### src/rtl/gpio_input_ctrl_pkg.sv
// Shared constants and width helpers for the multi-channel GPIO input front end.
package gpio_in_pkg;

  localparam int DEF_NUM_CH       = 2;
  localparam int DEF_DATA_W       = 8;
  localparam int DEF_DEBOUNCE_CYC = 1000;
  localparam int DEF_FIFO_DEPTH   = 4;

  function automatic int clog2(input int value);
    int res;
    res = 0;
    for (int i = 0; i < 31; i++) begin
      if (int'(32'd1 << i) < value) begin
        res = i + 1;
      end else begin
        res = res;
      end
    end
    return res;
  endfunction

  // A single channel still needs a one-bit id field so the event layout never collapses.
  function automatic int ch_id_w(input int num_ch);
    return (num_ch > 1) ? clog2(num_ch) : 32'sd1;
  endfunction

  function automatic int event_w(input int num_ch, input int data_w);
    return ch_id_w(num_ch) + data_w;
  endfunction

  localparam int DEF_CH_ID_W = ch_id_w(DEF_NUM_CH);

  typedef struct packed {
    logic [DEF_CH_ID_W-1:0] id;
    logic [DEF_DATA_W-1:0]  data;
  } gpio_event_t;

endpackage

### src/rtl/gpio_input_ctrl_if.sv
// CPU-facing pop/status bus of the GPIO input controller.
interface gpio_input_ctrl_if import gpio_in_pkg::*; #(
  parameter int NUM_CH     = DEF_NUM_CH,
  parameter int DATA_W     = DEF_DATA_W,
  parameter int FIFO_DEPTH = DEF_FIFO_DEPTH
) ();

  localparam int EVT_W = event_w(NUM_CH, DATA_W);
  localparam int CNT_W = clog2(FIFO_DEPTH) + 1;

  logic             rd_en;
  logic             clr_overflow;
  logic [EVT_W-1:0] rd_data;
  logic             empty;
  logic [CNT_W-1:0] count;
  logic             overflow;

  modport master (
    output rd_en, clr_overflow,
    input  rd_data, empty, count, overflow
  );

  modport slave (
    input  rd_en, clr_overflow,
    output rd_data, empty, count, overflow
  );

endinterface

### src/rtl/gpio_input_ctrl_debouncer.sv
// Per-channel strobe conditioner: 2-flop synchroniser, stability counter,
// debounced level and a one-cycle pulse on the cycle the level rises.
module input_debouncer import gpio_in_pkg::*; #(
  parameter int DEBOUNCE_CYC = DEF_DEBOUNCE_CYC
) (
  input  logic clk,
  input  logic rst_n,
  input  logic strobe_i,
  output logic rise_o
);

  localparam int               CNT_W    = clog2(DEBOUNCE_CYC);
  localparam logic [CNT_W-1:0] CNT_ZERO = CNT_W'(32'd0);
  localparam logic [CNT_W-1:0] CNT_ONE  = CNT_W'(32'd1);
  localparam logic [CNT_W-1:0] CNT_LAST = CNT_W'(DEBOUNCE_CYC - 32'sd1);

  logic [1:0]       sync_q, sync_d;
  logic             level_q, level_d;
  logic [CNT_W-1:0] cnt_q, cnt_d;
  logic             strobe_s;

  assign strobe_s = sync_q[1];

  // Count only while the synced strobe disagrees with the debounced level.
  always_comb begin
    sync_d  = {sync_q[0], strobe_i};
    level_d = level_q;
    cnt_d   = CNT_ZERO;
    if (strobe_s != level_q) begin
      if (cnt_q == CNT_LAST) begin
        level_d = strobe_s;
        cnt_d   = CNT_ZERO;
      end else begin
        cnt_d = cnt_q + CNT_ONE;
      end
    end else begin
      cnt_d = CNT_ZERO;
    end
  end

  // The capture happens on the same edge the level rises, so the pulse comes from _d.
  assign rise_o = level_d & ~level_q;

  // Synchroniser, debounced level and counter registers.
  always_ff @(posedge clk or negedge rst_n) begin
    if (!rst_n) begin
      sync_q  <= 2'b00;
      level_q <= 1'b0;
      cnt_q   <= CNT_ZERO;
    end else begin
      sync_q  <= sync_d;
      level_q <= level_d;
      cnt_q   <= cnt_d;
    end
  end

endmodule

### src/rtl/gpio_input_ctrl.sv
// Multi-channel GPIO input front end: debounced strobe capture per channel,
// fixed-priority arbitration into a small show-ahead event FIFO.
module gpio_input_ctrl import gpio_in_pkg::*; #(
  parameter int NUM_CH       = DEF_NUM_CH,
  parameter int DATA_W       = DEF_DATA_W,
  parameter int DEBOUNCE_CYC = DEF_DEBOUNCE_CYC,
  parameter int FIFO_DEPTH   = DEF_FIFO_DEPTH
) (
  input  logic                     clk,
  input  logic                     rst,
  input  logic [NUM_CH*DATA_W-1:0] ch_data,
  input  logic [NUM_CH-1:0]        ch_strobe,
  gpio_input_ctrl_if.slave         bus
);

  localparam int               CH_ID_W  = ch_id_w(NUM_CH);
  localparam int               EVT_W    = CH_ID_W + DATA_W;
  localparam int               PTR_W    = clog2(FIFO_DEPTH);
  localparam int               CNT_W    = PTR_W + 1;
  localparam logic [CNT_W-1:0] CNT_ZERO = CNT_W'(32'd0);
  localparam logic [CNT_W-1:0] CNT_ONE  = CNT_W'(32'd1);
  localparam logic [CNT_W-1:0] CNT_FULL = CNT_W'(FIFO_DEPTH);
  localparam logic [PTR_W-1:0] PTR_ONE  = PTR_W'(32'd1);

  logic [NUM_CH*DATA_W-1:0] data_s1_q, data_s1_d;
  logic [NUM_CH*DATA_W-1:0] data_s2_q, data_s2_d;
  logic [NUM_CH-1:0]        rise_s;
  logic [DATA_W-1:0]        hold_q [NUM_CH];
  logic [DATA_W-1:0]        hold_d [NUM_CH];
  logic [NUM_CH-1:0]        pending_q, pending_d;

  logic [EVT_W-1:0]         mem_q [FIFO_DEPTH];
  logic [EVT_W-1:0]         mem_d [FIFO_DEPTH];
  logic [PTR_W-1:0]         wr_ptr_q, wr_ptr_d;
  logic [PTR_W-1:0]         rd_ptr_q, rd_ptr_d;
  logic [CNT_W-1:0]         count_q, count_d;
  logic                     empty_q, empty_d;
  logic                     overflow_q, overflow_d;
  logic [EVT_W-1:0]         rd_data_q, rd_data_d;

  logic                     grant_vld_s;
  logic [CH_ID_W-1:0]       grant_id_s;
  logic [EVT_W-1:0]         push_evt_s;
  logic                     full_s, pop_s, push_s, drop_s, press_ovf_s;

  for (genvar gi = 0; gi < NUM_CH; gi++) begin : g_deb
    input_debouncer #(
      .DEBOUNCE_CYC (DEBOUNCE_CYC)
    ) u_deb (
      .clk      (clk),
      .rst_n    (rst),
      .strobe_i (ch_strobe[gi]),
      .rise_o   (rise_s[gi])
    );
  end

  // Fixed priority: scanning downward leaves the lowest pending index as the winner.
  always_comb begin
    grant_vld_s = 1'b0;
    grant_id_s  = {CH_ID_W{1'b0}};
    for (int i = NUM_CH - 1; i >= 0; i--) begin
      grant_id_s  = pending_q[i] ? CH_ID_W'(i) : grant_id_s;
      grant_vld_s = grant_vld_s | pending_q[i];
    end
    push_evt_s = {grant_id_s, hold_q[grant_id_s]};
  end

  // Data synchronisers, holding registers and pending flags.
  always_comb begin
    data_s1_d   = ch_data;
    data_s2_d   = data_s1_q;
    hold_d      = hold_q;
    pending_d   = pending_q;
    press_ovf_s = 1'b0;
    if (grant_vld_s) begin
      pending_d[grant_id_s] = 1'b0;
    end else begin
      pending_d = pending_q;
    end
    for (int i = 0; i < NUM_CH; i++) begin
      if (rise_s[i]) begin
        hold_d[i]    = data_s2_q[i*DATA_W +: DATA_W];
        pending_d[i] = 1'b1;
        // A press landing on an unconsumed event loses the older one.
        if (pending_q[i] && !(grant_vld_s && (grant_id_s == CH_ID_W'(i)))) begin
          press_ovf_s = 1'b1;
        end else begin
          press_ovf_s = press_ovf_s;
        end
      end else begin
        hold_d[i] = hold_q[i];
      end
    end
  end

  // FIFO control; a push into a full queue is still accepted when a pop frees the head slot.
  always_comb begin
    full_s   = (count_q == CNT_FULL);
    pop_s    = bus.rd_en & ~empty_q;
    push_s   = grant_vld_s & (~full_s | pop_s);
    drop_s   = grant_vld_s & full_s & ~pop_s;
    mem_d    = mem_q;
    wr_ptr_d = wr_ptr_q;
    rd_ptr_d = rd_ptr_q;
    if (push_s) begin
      mem_d[wr_ptr_q] = push_evt_s;
      wr_ptr_d        = wr_ptr_q + PTR_ONE;
    end else begin
      wr_ptr_d = wr_ptr_q;
    end
    if (pop_s) begin
      rd_ptr_d = rd_ptr_q + PTR_ONE;
    end else begin
      rd_ptr_d = rd_ptr_q;
    end
    case ({push_s, pop_s})
      2'b10:   count_d = count_q + CNT_ONE;
      2'b01:   count_d = count_q - CNT_ONE;
      default: count_d = count_q;
    endcase
    empty_d   = (count_d == CNT_ZERO);
    rd_data_d = mem_d[rd_ptr_d];
    if (drop_s || press_ovf_s) begin
      overflow_d = 1'b1;
    end else if (bus.clr_overflow) begin
      overflow_d = 1'b0;
    end else begin
      overflow_d = overflow_q;
    end
  end

  // All state, including the registered head/status outputs.
  always_ff @(posedge clk or negedge rst) begin
    if (!rst) begin
      data_s1_q  <= {(NUM_CH*DATA_W){1'b0}};
      data_s2_q  <= {(NUM_CH*DATA_W){1'b0}};
      pending_q  <= {NUM_CH{1'b0}};
      for (int i = 0; i < NUM_CH; i++) begin
        hold_q[i] <= {DATA_W{1'b0}};
      end
      for (int j = 0; j < FIFO_DEPTH; j++) begin
        mem_q[j] <= {EVT_W{1'b0}};
      end
      wr_ptr_q   <= {PTR_W{1'b0}};
      rd_ptr_q   <= {PTR_W{1'b0}};
      count_q    <= CNT_ZERO;
      empty_q    <= 1'b1;
      overflow_q <= 1'b0;
      rd_data_q  <= {EVT_W{1'b0}};
    end else begin
      data_s1_q  <= data_s1_d;
      data_s2_q  <= data_s2_d;
      pending_q  <= pending_d;
      hold_q     <= hold_d;
      mem_q      <= mem_d;
      wr_ptr_q   <= wr_ptr_d;
      rd_ptr_q   <= rd_ptr_d;
      count_q    <= count_d;
      empty_q    <= empty_d;
      overflow_q <= overflow_d;
      rd_data_q  <= rd_data_d;
    end
  end

  assign bus.rd_data  = rd_data_q;
  assign bus.empty    = empty_q;
  assign bus.count    = count_q;
  assign bus.overflow = overflow_q;

endmodule

### src/flat_wrapper.sv
// flat-port wrapper written by rule: the top's interface ports become plain ports
module gpio_input_ctrl_flat import gpio_in_pkg::*;
#(
  parameter int NUM_CH       = DEF_NUM_CH,
  parameter int DATA_W       = DEF_DATA_W,
  parameter int DEBOUNCE_CYC = DEF_DEBOUNCE_CYC,
  parameter int FIFO_DEPTH   = DEF_FIFO_DEPTH
)
  (clk, rst, ch_data, ch_strobe, bus_rd_en, bus_clr_overflow, bus_rd_data, bus_empty, bus_count, bus_overflow);
  gpio_input_ctrl_if #(.NUM_CH(NUM_CH), .DATA_W(DATA_W), .FIFO_DEPTH(FIFO_DEPTH)) bus_i ();
  input  logic clk;
  input  logic rst;
  input  logic [NUM_CH*DATA_W-1:0] ch_data;
  input  logic [NUM_CH-1:0] ch_strobe;
  input wire logic [$bits(bus_i.rd_en)-1:0] bus_rd_en;
  input wire logic [$bits(bus_i.clr_overflow)-1:0] bus_clr_overflow;
  output wire logic [$bits(bus_i.rd_data)-1:0] bus_rd_data;
  output wire logic [$bits(bus_i.empty)-1:0] bus_empty;
  output wire logic [$bits(bus_i.count)-1:0] bus_count;
  output wire logic [$bits(bus_i.overflow)-1:0] bus_overflow;
  assign bus_i.rd_en = bus_rd_en;
  assign bus_i.clr_overflow = bus_clr_overflow;
  assign bus_rd_data = bus_i.rd_data;
  assign bus_empty = bus_i.empty;
  assign bus_count = bus_i.count;
  assign bus_overflow = bus_i.overflow;
  gpio_input_ctrl #(.NUM_CH(NUM_CH), .DATA_W(DATA_W), .DEBOUNCE_CYC(DEBOUNCE_CYC), .FIFO_DEPTH(FIFO_DEPTH)) u_core (.clk(clk), .rst(rst), .ch_data(ch_data), .ch_strobe(ch_strobe), .bus(bus_i));
endmodule
### config.mk
export PLATFORM = sky130hd
export DESIGN_NAME = gpio_input_ctrl_flat
export DESIGN_NICKNAME = d
export VERILOG_FILES = /design/src/rtl/gpio_input_ctrl_pkg.sv /design/src/rtl/gpio_input_ctrl_if.sv /design/src/rtl/gpio_input_ctrl_debouncer.sv /design/src/rtl/gpio_input_ctrl.sv /design/src/flat_wrapper.sv
export SDC_FILE = /design/constraint.sdc
export NUM_CORES = 1
export LEC_CHECK = 0
export CORE_MARGIN = 2
export CORE_UTILIZATION = 48
export DETAILED_ROUTE_END_ITERATION = 8
export PLACE_DENSITY_LB_ADDON = 0.08
export SLEW_MARGIN = 10
export SYNTH_ARGS = -nofsm -noshare
export SYNTH_HDL_FRONTEND = slang
export SYNTH_SLANG_ARGS = --single-unit
### constraint.sdc
create_clock -name clk -period 2.7 [get_ports clk]
set_input_delay 0.27 -clock clk [delete_from_list [all_inputs] [get_ports clk]]
set_output_delay 0.27 -clock clk [all_outputs]
set_load 0.01 [all_outputs]
==> impl_metrics.ini <==
[sta]
clock_skew_ps = 8.986
post-route-min-period_ps = 2429
fmax_ghz = 0.4116
setup_violations = 0
slew_viol_final = 0
period_share = 0.8997
rsz0062_at_grt = no
finalHoldViolations = 0
worst_pin_slew_ps = 605.9
tns_ps = 0
slew_headroom = 0.5961

[global_routing]
grt_max_degree = 50
antenna_found_initial = 0
grt_pass1_wl_mm = 15.24
grt_pass1_vias = 3217
overflow = 0
grt_use_total = 0.1740

[clock_network]
cts_inserted_buffers = 17
root_buffer = clkbuf_8
htree_levels = 4
ctsResizeCount = 0
cts.sink_count = 130
clk_latency_ps = 510
clkTransAtPathRegs_ps = 60
cts_max_path_buffers = 2
tritoncts = yes

[die]
die_area_um2 = 11440
start_util = 0.4929
core_um2 = 10320
io_pins = 36
die_w_um = 107.0
rows = 37
die_h_um = 107.0

[synth]
yosysSeqAreaShare = 0.6395
synthCells = 415
synth_top_area_frac = 0.6344
yosysTopAreaCell = dfrtp_1
synth_edf_count = 0
ys_ff_latch = 130
syn_nets = 445
synth_area_per_cell_um2 = 12.26
synth_top_cells_by_area = dfrtp_1, mux2_2, a211oi_1
synth_warnings = 0
synthDistinctLibCells = 41
ys_async_sr_fraction = 1.000
synthesis.area_um2 = 5089
yosys_most_used_dff = dfrtp_1

[flow_run]
cap_violations = 0

[worst_setup_path]
worstPathRequired_ps = 3120
cp.arrival_ps = 2850
cp_max_fo = 6
critical_path_class = reg2reg
r2r_start = u_core.bus.count[1]
rr_endpoint = u_core.bus.empty
critPathLaunchType = flip-flop
r2r_cells = 11
ff2ff_setup_slack_ps = 270
end_kind = flip-flop

[worst_hold_path]
holdPathStages = 1
min_from = ch_data[0]
hold_class = in2reg
whs_endpoint = u_core.data_s1_q[0]

[power_and_ir_drop]
clkPwrFrac = 0.408
p_seq_frac = 0.424
power_frac_comb = 0.167
p_per_area_nw_per_um2 = 821.8
power.leakage_nw = 2.684
peakVddDrop_v = 0.0005599
p_sw_frac = 0.2670
switching_power_mw = 1.375
internal_power_mw = 3.773

[final_layout]
fin_util = 0.6067
drive_gt1_frac = 0.1691
area_growth_pct = 23.09
fin_nets = 502
final-seq-area_um2 = 3254
antenna_cells = 0
finalNonFillerCells = 621
stdcell_area_um2 = 6264
fillers = 854
multi_input_area_um2 = 1723

[placed_design]
place_congestion = 0.7444
hpwl_mm = 5.702
io_buffers = 35
place_area_um2 = 5695
dp.cells = 588

[routing]
vias_per_cell = 5.155
ant_nets = 0
wl_per_cell_um = 14.19
dr.first_iter.drc_count = 124
num_vias = 3201
firstDrtPassIters = 6
drc = 0
wl_mm = 8.814

[outcome]
status = completed
cell usage in the layout, fill, tap and decap left out, types with 2 or more instances in the layout:
| master | synthesis | final |
|---|---|---|
| a21oi_1 | 37 | 37 |
| mux2i_1 | 8 | 8 |
| clkinv_4 | 0 | 2 |
| or4_1 | 8 | 8 |
| a211oi_1 | 32 | 32 |
| nor3_1 | 3 | 3 |
| nor2_1 | 51 | 51 |
| xnor2_1 | 10 | 10 |
| o21ai_0 | 8 | 8 |
| inv_6 | 0 | 3 |
| a31oi_1 | 4 | 4 |
| ha_1 | 7 | 7 |
| nand4_1 | 3 | 3 |
| clkdlybuf4s50_1 | 0 | 34 |
| dfrtp_1 | 129 | 129 |
| clkbuf_8 | 0 | 2 |
| nand3_1 | 4 | 4 |
| a21oi_2 | 3 | 3 |
| and3_1 | 6 | 6 |
| xor2_1 | 11 | 11 |
| or3_1 | 4 | 4 |
| clkinvlp_4 | 0 | 4 |
| nand2_1 | 15 | 15 |
| mux2_2 | 22 | 22 |
| clkinv_2 | 0 | 3 |
| inv_1 | 10 | 10 |
| nand2b_1 | 3 | 3 |
| clkbuf_16 | 0 | 16 |
| buf_4 | 0 | 20 |
| a311oi_1 | 2 | 2 |
registers in the layout (all words and copies together) (netlist names):
| register | flops |
|---|---|
| u_core.bus.count | 3 |
| u_core.bus.empty | 1 |
| u_core.bus.overflow | 1 |
| u_core.bus.rd_data | 9 |
| u_core.data_s1_q | 16 |
| u_core.data_s2_q | 16 |
| u_core.g_deb.u_deb.cnt_q | 20 |
| u_core.g_deb.u_deb.level_q | 2 |
| u_core.g_deb.u_deb.sync_q | 4 |
| u_core.hold_q | 16 |
| u_core.mem_q | 36 |
| u_core.pending_q | 2 |
| u_core.rd_ptr_q | 2 |
| u_core.wr_ptr_q | 2 |
worst max path at each step:
stage / start / to / slack, ps / depth (start not counted)
after floorplan: u_core.bus.empty / u_core.bus.empty / 300 / 12
after global placement: u_core.bus.count[1] / u_core.bus.empty / 410 / 11
after detailed placement: u_core.bus.count[1] / u_core.bus.empty / 290 / 11
after CTS: u_core.bus.count[1] / u_core.bus.empty / 260 / 11
after global routing: u_core.bus.count[1] / u_core.bus.empty / 140 / 11
final: u_core.bus.count[1] / u_core.bus.empty / 270 / 11
final cells by class:
type                    count  area share
clock inverters            14     0.02078
well taps                 136     0.02717
multi-input cells         257      0.2751
repair buffers             56     0.08310
inverters                  10    0.005993
clock buffers              18     0.06832
flip-flops and latches    130      0.5196
power groups by stage:
| stage | Sequential (mW) | Combinational, mW | Clock, mW |
|---|---|---|---|
| 5_1_grt | 2.20 | 0.959 | 2.25 |
| 3_3_place_gp | 2.21 | 0.846 | 0 |
| 2_1_floorplan | 2.23 | 0.460 | 0 |
| 4_1_cts | 2.18 | 0.873 | 2.16 |
| 3_5_place_dp | 2.22 | 0.864 | 0 |
| 6_report | 2.18 | 0.862 | 2.10 |
metal layers:
metal / up-vias / GRT usage / share of wire
met5: - / 0 / 0
met2: 61 / 0.2739 / 0.48
li1: 1590 / - / -
met4: 0 / 0.07236 / 0.010
met1: 1541 / 0.2292 / 0.48
met3: 9 / 0.04802 / 0.032
stage by stage:
step	hold WS [ps]	total power, mW	worst slack (ps)
6_report	192.5	5.147	270.7
4_1_cts	163.5	5.221	264.6
3_5_place_dp	324.1	3.080	292.8
3_3_place_gp	322.8	3.059	408.0
5_1_grt	160.8	5.410	136.1
2_1_floorplan	-25.59	2.695	299.7
cell families (layout without fill, tap and decap cells):
kind of cell,count (synthesis),in the layout,share of synthesized area
adders and majority gates,8,8,0.02115
and+or+nand+nor,105,105,0.1011
muxes,30,30,0.06442
AOI/OAI and AO/OA,93,93,0.1158
buffers and inverters,28,98,0.02188
xor gates and xnor gates,21,21,0.03614
DFF,130,130,0.6395
critical path: stages, from the launching register on:
cell and delay, ps:
dfrtp_1 430, nor3b_4 360, nand2_1 130, o21a_1 160, inv_1 80, ha_1 180
inv_1 60, fa_1 380, xor2_1 140, nor2_1 60, xor2_1 150, nor3_1 220
Yosys cell counts (5+ instances only):
library cell	instances
clkbuf_1	13
a211oi_1	32
dfrtp_1	129
inv_1	10
or4_1	8
xnor2_1	10
buf_2	5
nor2_1	51
and3_1	6
o21ai_0	8
nand2_1	15
xor2_1	11
ha_1	7
a21oi_1	37
mux2i_1	8
mux2_2	22
timing repair:
action	4_1_cts	5_1_grt
hold buffers	1	0
setup endpoints to repair	0	0
endpoints found under the hold margin	44	0
buffers inserted	0	0
Power figures use the tool's default switching activity.
